## config.mk

```make
export PLATFORM = sky130hd
export DESIGN_NAME = rtc_core_flat
export DESIGN_NICKNAME = d
export VERILOG_FILES = /design/src/rtl/rtc_core_if.sv /design/src/rtl/rtc_core.sv /design/src/flat_wrapper.sv
export SDC_FILE = /design/constraint.sdc
export NUM_CORES = 1
export LEC_CHECK = 0
export BUFFER_PORTS_ARGS = -buffer_cell sky130_fd_sc_hd__buf_2
export CAP_MARGIN = 20
export CORE_MARGIN = 2
export CORE_UTILIZATION = 62
export CTS_CLUSTER_DIAMETER = 60
export CTS_CLUSTER_SIZE = 25
export DETAILED_ROUTE_END_ITERATION = 10
export PLACE_DENSITY = 0.85
export SETUP_SLACK_MARGIN = 0.2
export SLEW_MARGIN = 10
export SYNTH_ARGS = -nofsm -noshare
export SYNTH_HDL_FRONTEND = slang
export SYNTH_SLANG_ARGS = --single-unit
```

## constraint.sdc

```tcl
create_clock -name clk -period 12.4 [get_ports clk]
set_input_delay 0 -clock clk [delete_from_list [all_inputs] [get_ports clk]]
set_output_delay 0 -clock clk [all_outputs]
set_load 0.005 [all_outputs]
```

## src/rtl/rtc_core_if.sv

```systemverilog
// Button/switch inputs and display-facing outputs of the millennium clock core.
interface rtc_core_if;
   logic        btn_mode;
   logic        btn_inc;
   logic        sw_date;
   logic [4:0]  hour;
   logic [5:0]  min;
   logic [5:0]  sec;
   logic [5:0]  day;
   logic [3:0]  month;
   logic [11:0] year;
   logic        clk_1hz;
   logic        mode_date;
   logic        set_sec;
   logic        set_min;
   logic        set_hour;
   logic        set_day;
   logic        set_month;
   logic        set_year;

   modport master (
      output btn_mode, btn_inc, sw_date,
      input  hour, min, sec, day, month, year, clk_1hz, mode_date,
      input  set_sec, set_min, set_hour, set_day, set_month, set_year
   );

   modport slave (
      input  btn_mode, btn_inc, sw_date,
      output hour, min, sec, day, month, year, clk_1hz, mode_date,
      output set_sec, set_min, set_hour, set_day, set_month, set_year
   );
endinterface

```

## src/rtl/rtc_core.sv

```systemverilog
// 1 Hz divider, time-of-day + Gregorian calendar (2000-2999) and button-driven set FSM.
// Tick, btn_mode and btn_inc all reach the registered outputs one cycle later; no backpressure.
module rtc_core #(
   parameter int CLK_HZ = 50_000_000
) (
   input  logic      clk,
   input  logic      rst,
   rtc_core_if.slave bus
);

   localparam int DW = $clog2(CLK_HZ);

   localparam logic [2:0] RUN     = 3'd0;
   localparam logic [2:0] S_HOUR  = 3'd1;
   localparam logic [2:0] S_MIN   = 3'd2;
   localparam logic [2:0] S_SEC   = 3'd3;
   localparam logic [2:0] S_DAY   = 3'd4;
   localparam logic [2:0] S_MONTH = 3'd5;
   localparam logic [2:0] S_YEAR  = 3'd6;

   logic [DW-1:0] div_cnt, div_nxt;
   logic          tick;
   logic          clk_1hz_q;
   logic [2:0]    state_q, state_nxt;
   logic [5:0]    set_q;
   logic [4:0]    hour_q, n_hour;
   logic [5:0]    min_q, n_min;
   logic [5:0]    sec_q, n_sec;
   logic [5:0]    day_q, n_day, dmax;
   logic [3:0]    month_q, n_month;
   logic [11:0]   year_q, n_year;

   function automatic logic [5:0] dim_of(input logic [3:0] m, input logic [11:0] y);
      logic leap;
      leap = (y[1:0] == 2'b00) && (((y % 12'd100) != 12'd0) || ((y % 12'd400) == 12'd0));
      case (m)
         4'd2:                      return leap ? 6'd29 : 6'd28;
         4'd4, 4'd6, 4'd9, 4'd11:   return 6'd30;
         default:                   return 6'd31;
      endcase
   endfunction

   assign tick    = (div_cnt == DW'(CLK_HZ - 1));
   assign div_nxt = tick ? '0 : div_cnt + 1'b1;

   always_comb begin
      state_nxt = state_q;
      if (bus.btn_mode)
         state_nxt = (state_q == S_YEAR) ? RUN : state_q + 3'd1;
   end

   always_comb begin
      n_hour  = hour_q;
      n_min   = min_q;
      n_sec   = sec_q;
      n_day   = day_q;
      n_month = month_q;
      n_year  = year_q;
      dmax    = 6'd31;
      if (state_q == RUN) begin
         if (tick) begin
            if (sec_q != 6'd59) n_sec = sec_q + 6'd1;
            else begin
               n_sec = 6'd0;
               if (min_q != 6'd59) n_min = min_q + 6'd1;
               else begin
                  n_min = 6'd0;
                  if (hour_q != 5'd23) n_hour = hour_q + 5'd1;
                  else begin
                     n_hour = 5'd0;
                     if (day_q < dim_of(month_q, year_q)) n_day = day_q + 6'd1;
                     else begin
                        n_day = 6'd1;
                        if (month_q != 4'd12) n_month = month_q + 4'd1;
                        else begin
                           n_month = 4'd1;
                           n_year  = (year_q >= 12'd2999) ? 12'd2000 : year_q + 12'd1;
                        end
                     end
                  end
               end
            end
         end
      end else if (bus.btn_inc && !bus.btn_mode) begin
         case (state_q)
            S_HOUR:  n_hour  = (hour_q >= 5'd23) ? 5'd0 : hour_q + 5'd1;
            S_MIN:   n_min   = (min_q >= 6'd59) ? 6'd0 : min_q + 6'd1;
            S_SEC:   n_sec   = (sec_q >= 6'd59) ? 6'd0 : sec_q + 6'd1;
            S_DAY:   n_day   = (day_q >= dim_of(month_q, year_q)) ? 6'd1 : day_q + 6'd1;
            S_MONTH: n_month = (month_q >= 4'd12) ? 4'd1 : month_q + 4'd1;
            S_YEAR:  n_year  = (year_q >= 12'd2999) ? 12'd2000 : year_q + 12'd1;
            default: ;
         endcase
      end
      // A month or year change must never leave the day past the end of the new month.
      if ((n_month != month_q) || (n_year != year_q)) begin
         dmax = dim_of(n_month, n_year);
         if (n_day > dmax) n_day = dmax;
      end
   end

   always_ff @(posedge clk) begin
      if (rst) begin
         div_cnt   <= '0;
         clk_1hz_q <= 1'b1;
         state_q   <= RUN;
         set_q     <= '0;
         hour_q    <= 5'd0;
         min_q     <= 6'd0;
         sec_q     <= 6'd0;
         day_q     <= 6'd1;
         month_q   <= 4'd1;
         year_q    <= 12'd2000;
      end else begin
         div_cnt   <= div_nxt;
         clk_1hz_q <= (div_nxt < DW'(CLK_HZ / 2));
         state_q   <= state_nxt;
         set_q     <= {state_nxt == S_YEAR, state_nxt == S_MONTH, state_nxt == S_DAY,
                       state_nxt == S_HOUR, state_nxt == S_MIN, state_nxt == S_SEC};
         hour_q    <= n_hour;
         min_q     <= n_min;
         sec_q     <= n_sec;
         day_q     <= n_day;
         month_q   <= n_month;
         year_q    <= n_year;
      end
   end

   assign bus.hour      = hour_q;
   assign bus.min       = min_q;
   assign bus.sec       = sec_q;
   assign bus.day       = day_q;
   assign bus.month     = month_q;
   assign bus.year      = year_q;
   assign bus.clk_1hz   = clk_1hz_q;
   assign bus.set_sec   = set_q[0];
   assign bus.set_min   = set_q[1];
   assign bus.set_hour  = set_q[2];
   assign bus.set_day   = set_q[3];
   assign bus.set_month = set_q[4];
   assign bus.set_year  = set_q[5];
   assign bus.mode_date = (state_q == RUN) ? bus.sw_date : (state_q >= S_DAY);

endmodule
```

## src/flat_wrapper.sv

```systemverilog
// flat-port wrapper written by rule: the top's interface ports become plain ports
module rtc_core_flat 
#(
   parameter int CLK_HZ = 50_000_000
)
  (clk, rst, bus_btn_mode, bus_btn_inc, bus_sw_date, bus_hour, bus_min, bus_sec, bus_day, bus_month, bus_year, bus_clk_1hz, bus_mode_date, bus_set_sec, bus_set_min, bus_set_hour, bus_set_day, bus_set_month, bus_set_year);
  rtc_core_if bus_i ();
  input  logic clk;
  input  logic rst;
  input wire logic [$bits(bus_i.btn_mode)-1:0] bus_btn_mode;
  input wire logic [$bits(bus_i.btn_inc)-1:0] bus_btn_inc;
  input wire logic [$bits(bus_i.sw_date)-1:0] bus_sw_date;
  output wire logic [$bits(bus_i.hour)-1:0] bus_hour;
  output wire logic [$bits(bus_i.min)-1:0] bus_min;
  output wire logic [$bits(bus_i.sec)-1:0] bus_sec;
  output wire logic [$bits(bus_i.day)-1:0] bus_day;
  output wire logic [$bits(bus_i.month)-1:0] bus_month;
  output wire logic [$bits(bus_i.year)-1:0] bus_year;
  output wire logic [$bits(bus_i.clk_1hz)-1:0] bus_clk_1hz;
  output wire logic [$bits(bus_i.mode_date)-1:0] bus_mode_date;
  output wire logic [$bits(bus_i.set_sec)-1:0] bus_set_sec;
  output wire logic [$bits(bus_i.set_min)-1:0] bus_set_min;
  output wire logic [$bits(bus_i.set_hour)-1:0] bus_set_hour;
  output wire logic [$bits(bus_i.set_day)-1:0] bus_set_day;
  output wire logic [$bits(bus_i.set_month)-1:0] bus_set_month;
  output wire logic [$bits(bus_i.set_year)-1:0] bus_set_year;
  assign bus_i.btn_mode = bus_btn_mode;
  assign bus_i.btn_inc = bus_btn_inc;
  assign bus_i.sw_date = bus_sw_date;
  assign bus_hour = bus_i.hour;
  assign bus_min = bus_i.min;
  assign bus_sec = bus_i.sec;
  assign bus_day = bus_i.day;
  assign bus_month = bus_i.month;
  assign bus_year = bus_i.year;
  assign bus_clk_1hz = bus_i.clk_1hz;
  assign bus_mode_date = bus_i.mode_date;
  assign bus_set_sec = bus_i.set_sec;
  assign bus_set_min = bus_i.set_min;
  assign bus_set_hour = bus_i.set_hour;
  assign bus_set_day = bus_i.set_day;
  assign bus_set_month = bus_i.set_month;
  assign bus_set_year = bus_i.set_year;
  rtc_core #(.CLK_HZ(CLK_HZ)) u_core (.clk(clk), .rst(rst), .bus(bus_i));
endmodule
```

# After elaboration in Yosys (flattened, before gate mapping)
# Index checks and enable logic that the tools add are counted.
# totals
in_bits	5
reg_bits	75
mem_bits_ro	0
output_inout_bits	47
latch_bits	0
mem_bits_rw	0
word_cells	156
memories	0
# classes
n_mux	69
n_reduce_logical	23
shift	0
n_lt_le_gt_ge	10
n_div	4
n_eq_ne	32
n_bitwise	0
add_sub_neg	8
multipliers	0
# op_table
cell	n
$mux W6	33
$mux W12	10
$mux W4	10
$mux W5	8
$add A26 B1 Y26 const B	1
$eq A26 B26 Y1 const B	1
$lt A26 B25 Y1 const B	1
$mux W26	1
$logic_not A12 Y1	2
$mod A12 B7 Y12 const B	2
$mod A12 B9 Y12 const B	2
$pmux W6 S2	2
$reduce_bool A12 Y1	2
$add A6 B1 Y6 const B	3
$eq A3 B3 Y1 const B	6
$eq A4 B3 Y1 const B	4
$eq A4 B4 Y1 const B	4
$add A12 B1 Y12 const B	1
$eq A3 B2 Y1 const B	4
$ge A12 B12 Y1 const B	1
$ge A6 B6 Y1 const B	2
$ne A12 B12 Y1	1
$ne A6 B6 Y1 const B	2
$eq A4 B2 Y1 const B	2
other kinds (27)	41

# Depth between registers and ports, before layout
# logic_depth
word_depth	28
ltp_mapped	54
depth_no_buf	50

# Worst setup path before layout
# OpenSTA, ideal clock, no wires.
# synth_timing
path_kind	reg2reg
from	register u_core.year_q[10], in the netlist u_core.bus.year[10]
to	register u_core.day_q[0], in the netlist u_core.bus.day[0]
arrival_ns	10.419
t_required_ns	12.272
n_path_buf	3
stages_incl_launch_ff	52
synth_period_minus_slack_ns	10.547
setup_ns	0.128
path_slack_ns	1.853
path_cell_list	dfxtp_1 clkbuf_1 buf_1 a21bo_2 o211a_1 o31ai_1 a21oi_1 o32ai_1 a211oi_1 xnor2_1 nor2_1 nor3_1 nor2_1 maj3_1 o22ai_1 nand2_1 xnor2_1 a2111oi_0 (+16 left out) o21bai_1 and3_1 a21oi_1 ha_1 nand2_1 nand2_1 a211oi_2 or4b_4 a22oi_2 o311a_1 nor2_1 ha_1 a2111o_1 o21ai_0 o21a_1 nor2_1 nor2_1 o31ai_1
# synth_via
elab_chain_len	28
elab_cells_between_ends	67
classes_between	1 x add/sub; 4 x div; 4 x order compare; 7 x eq/ne; 40 x mux; 11 x reduce/logical
# synth_rtl
item	line_no	rtl
start: declaration	rtc_core.sv:31	logic [11:0] year_q, n_year;
start signal: assignment	rtc_core.sv:125	year_q <= n_year;
$mod A12 B7 Y12 or $mod A12 B9 Y12 (tied branches)	rtc_core.sv:35	leap = (y[1:0] == 2'b00) && (((y % 12'd100) != 12'd0) || ((y % 12'd400) == 12'd0));
$reduce_bool A12 Y1 or $logic_not A12 Y1 (tied branches)	rtc_core.sv:35	
$logic_or A1 B1 Y1	rtc_core.sv:35	
$logic_and A1 B1 Y1	rtc_core.sv:35	
$mux W1	rtc_core.sv:37	4'd2: return leap ? 6'd29 : 6'd28;
$pmux W6 S2	rtc_core.sv:36	case (m)
$mux W6	rtc_core.sv:68	if (hour_q != 5'd23) n_hour = hour_q + 5'd1;
$mux W6	rtc_core.sv:65	if (min_q != 6'd59) n_min = min_q + 6'd1;
(+12 left out)	-	
$logic_or A1 B1 Y1	rtc_core.sv:35	
$logic_and A1 B1 Y1	rtc_core.sv:35	
$mux W1	rtc_core.sv:37	
$pmux W6 S2	rtc_core.sv:36	
$mux W6	rtc_core.sv:96	if ((n_month != month_q) || (n_year != year_q)) begin
$gt A6 B6 Y1	rtc_core.sv:98	if (n_day > dmax) n_day = dmax;
$mux W6	rtc_core.sv:98	
$mux W6 (*)	rtc_core.sv:96	
end signal: assignment	rtc_core.sv:123	day_q <= n_day;
end: declaration	rtc_core.sv:29	logic [5:0] day_q, n_day, dmax;
# Mark *: on every way between the ends. The rest lies on a longest branch, timed or not. The select of a mux whose other input is x is not followed.
# A chain may end at the register's enable or synchronous reset.

# Final worst setup path
# layout_timing
from	register u_core.year_q[11], in the netlist u_core.bus.year[11]
to	register u_core.day_q[0], in the netlist u_core.bus.day[0]
# Same word-level chain as after synthesis.

==> flow_metrics.env <==
export IMPL_cts_setup_buffers=0
export IMPL_drive_above_1_share_pct=14.4
export IMPL_cp_required_ps=12680
export IMPL_cts_root_buf="clkbuf_8"
export IMPL_placementRows=38
export IMPL_fin_crit_sh_pct=91.8
export IMPL_start_kind="flip-flop"
export IMPL_routed_via_density=6.56
export IMPL_grt_pass1_wl_mm=28.5
export IMPL_die_y_um=108
export IMPL_die_x_um=108
export IMPL_die_area_mm2=0.0117
export IMPL_max_freq_mhz=87.9
export IMPL_dp_slack_ps=274
export IMPL_initial_core_util_pct=62.8
export IMPL_ys_seq_elements=75
export IMPL_finalSetupViolations=0
export IMPL_fin_ws_ps=1020
export IMPL_clock_path_buffers=2
export IMPL_cts_tree="done"
export IMPL_path_clk_slew_ps=80
export IMPL_yosysTopAreaCellShare_pct=22.3
export IMPL_place_inst=1066
export IMPL_multi_input_area_mm2=0.00496
export IMPL_syn_cell_area_mm2=0.00675
export IMPL_cts_buffers_inserted=9
export IMPL_synth_ff_type="dfxtp_1"
export IMPL_final_nets=961
export IMPL_ys_types=110
export IMPL_cpPeakStageDelay_ps=530
export IMPL_p_total_uw=607
export IMPL_syn_inst=915
export IMPL_path_buf_inv=0
export IMPL_synth_area_leader_cell="dfxtp_1"
export IMPL_fin_cells=1083
export IMPL_slew_violations=0
export IMPL_cp_end_kind="flip-flop"
export IMPL_regArea_mm2=0.00151
export IMPL_n_antenna_cell=0
export IMPL_grt_max_degree=42
export IMPL_antenna_left=0
export IMPL_synth_edf_count=0
export IMPL_drv_cap=0
export IMPL_synth_area_leaders="dfxtp_1 (22%), nor2_1 (6.2%), nand2_1 (4.9%)"
export IMPL_crit_fanout=18
export IMPL_final_util_pct=67.5
export IMPL_finalClockSkew_ps=6.19
export IMPL_rsz0062_at_grt="no"
export IMPL_hold_viol=0
export IMPL_drc=0
export IMPL_yosys_warnings=0
export IMPL_dp_hpwl_mm=12.5
export IMPL_finalWirelength_mm=17.7
export IMPL_status="complete, no violations"
export IMPL_area_delta_synth_final_pct=7.57
export IMPL_dr_total_vias=7107
export IMPL_grt_pass1_vias=6202
export IMPL_antenna_found_initial=0
export IMPL_cp_top_family="compound AO/OA/AOI/OAI gates"
export IMPL_max_slew_margin_rel_pct=35.2
export IMPL_cp_common_cell="o21ai_0"
export IMPL_synth_avg_cell_area_um2=7.37
export IMPL_clock_latency_ps=360
export IMPL_worstPathArrival_ps=11650
export IMPL_min_period_ps=11380
export IMPL_ir_drop_v=0.0000703
export IMPL_p_per_area_mw_per_mm2=83.7
export IMPL_gr_usage_all_layers_pct=29.4
export IMPL_port_buffers=51
export IMPL_p_leak_uw=0.00270
export IMPL_io_pins=52
export IMPL_drt_iter0_drc=764
export IMPL_setup_tns_ps=0
export IMPL_hp_class="in -> reg"
export IMPL_htreeDepth=3
export IMPL_worst_pin_slew_ps=965
export IMPL_place_congestion=0.963
export IMPL_seq_area_frac_synth_pct=22.3
export IMPL_fillers=945
export IMPL_core_mm2=0.0107
export IMPL_syn_nets=938
export IMPL_synthArstFlopShare_pct=0
export IMPL_routedWlPerCell_um=16.3
export IMPL_clock_sinks=75
export IMPL_cp_slowest_cell="or4b_4"
export IMPL_path_class="reg -> reg"
export IMPL_globalRouteOverflowTotal=0
export IMPL_firstDrtPassIters=7
timing repair:
action                                 CTS  global route
endpoints found under the hold margin    2             0
hold buffers                             1             0
resized for setup                        0            17
setup endpoints to repair                0             5
layout by cell type (no fill, tap or decap), types with 9 or more instances in the layout:
cell / Yosys / routed
nor2_1: 111 / 111
nand2_1: 88 / 88
dfxtp_1: 75 / 70
o21ai_0: 55 / 55
a21oi_1: 56 / 54
buf_2: 8 / 51
nand3_1: 49 / 49
nor3_1: 33 / 32
inv_1: 27 / 27
xor2_1: 20 / 20
nand4_1: 19 / 19
ha_1: 18 / 18
nand2b_1: 17 / 17
xnor2_1: 17 / 16
o211ai_1: 13 / 13
nor2b_1: 13 / 13
and2_1: 13 / 13
a31oi_1: 12 / 12
a211oi_1: 13 / 12
and3_1: 12 / 12
or3_1: 11 / 11
o31ai_1: 11 / 10
clkbuf_8: 0 / 9
worst register-to-register path, delay by kind of cell, from the launching register on:
kind / cells / cell delay, ps
AND/OR/NAND/NOR: 13 / 2580
adder cells (fa/ha/maj): 4 / 1070
multiplexers: 1 / 460
XOR/XNOR: 2 / 400
AO/OA/AOI/OAI: 26 / 6290
flip-flops: 1 / 520
worst paths after layout:
check,start,to,slack (ps),cells past startpoint
max,u_core.bus.year[11],u_core.bus.day[0],1020,46
min,rst,u_core.bus.sec[2],210,2
max reg2reg,u_core.bus.year[11],u_core.bus.day[0],1020,46
min reg2reg,u_core.div_cnt[0],u_core.div_cnt[0],480,1
registers in the layout, indices dropped and copies added, names as in the netlist:
register / cells
u_core.div_cnt: 26
u_core.bus.year: 12
u_core.bus.day: 6
u_core.bus.min: 6
u_core.bus.sec: 6
u_core.set_q: 6
u_core.bus.hour: 5
u_core.bus.month: 4
u_core.state_q: 3
u_core.bus.clk_1hz: 1
synthesized netlist by cell type (18+ instances only):
library cell  instances
nand2_1              88
xor2_1               20
dfxtp_1              75
a21oi_1              56
nor2_1              111
nand3_1              49
o21ai_0              55
nor3_1               33
nand4_1              19
inv_1                27
clkbuf_1             28
ha_1                 18
layer usage:
metal,GRT usage (%),part of all wire [%],vias up,wire length (um)
li1,-,-,3459,-
met1,38.8,44,3310,7820
met2,47.8,47,282,8260
met3,4.28,6.3,56,1110
met4,13.0,2.6,0,465
met5,0,0,-,0
where the power goes:
group | switching, uW | internal, uW | total (uW)
sequential | 7.26 | 244 | 251
clock | 97.4 | 94.2 | 192
combinational | 97.1 | 67.2 | 164
total | 202 | 405 | 607
cell families (layout without fill, tap and decap cells):
group	count (synthesis)	count (layout)	synth area share (%)
AOI/OAI and AO/OA	283	283	30.8
buffers and inverters	74	102	5.04
DFF	75	75	22.3
adders and majority gates	19	19	3.49
xor gates and xnor gates	37	37	4.80
and+or+nand+nor	418	418	32.2
muxes	9	9	1.43
through the flow:
| stage | instance area [um2] | hold WS (ps) |
|---|---|---|
| global placement | 6990 | 277 |
| detailed placement | 6990 | 275 |
| global route | 7260 | 229 |
| finish | 7260 | 206 |
| floorplan | 6750 | 89.5 |
| CTS | 7200 | 181 |
area by class of cell:
cell class | count | area share (%)
Inverter | 27 | 1.40
Multi-Input combinational cell | 766 | 68.3
Clock buffer | 11 | 1.81
Tap cell | 140 | 2.41
Timing Repair Buffer | 59 | 4.38
Sequential cell | 75 | 20.8
Clock inverter | 5 | 0.862
Power figures use the tool's default switching activity.
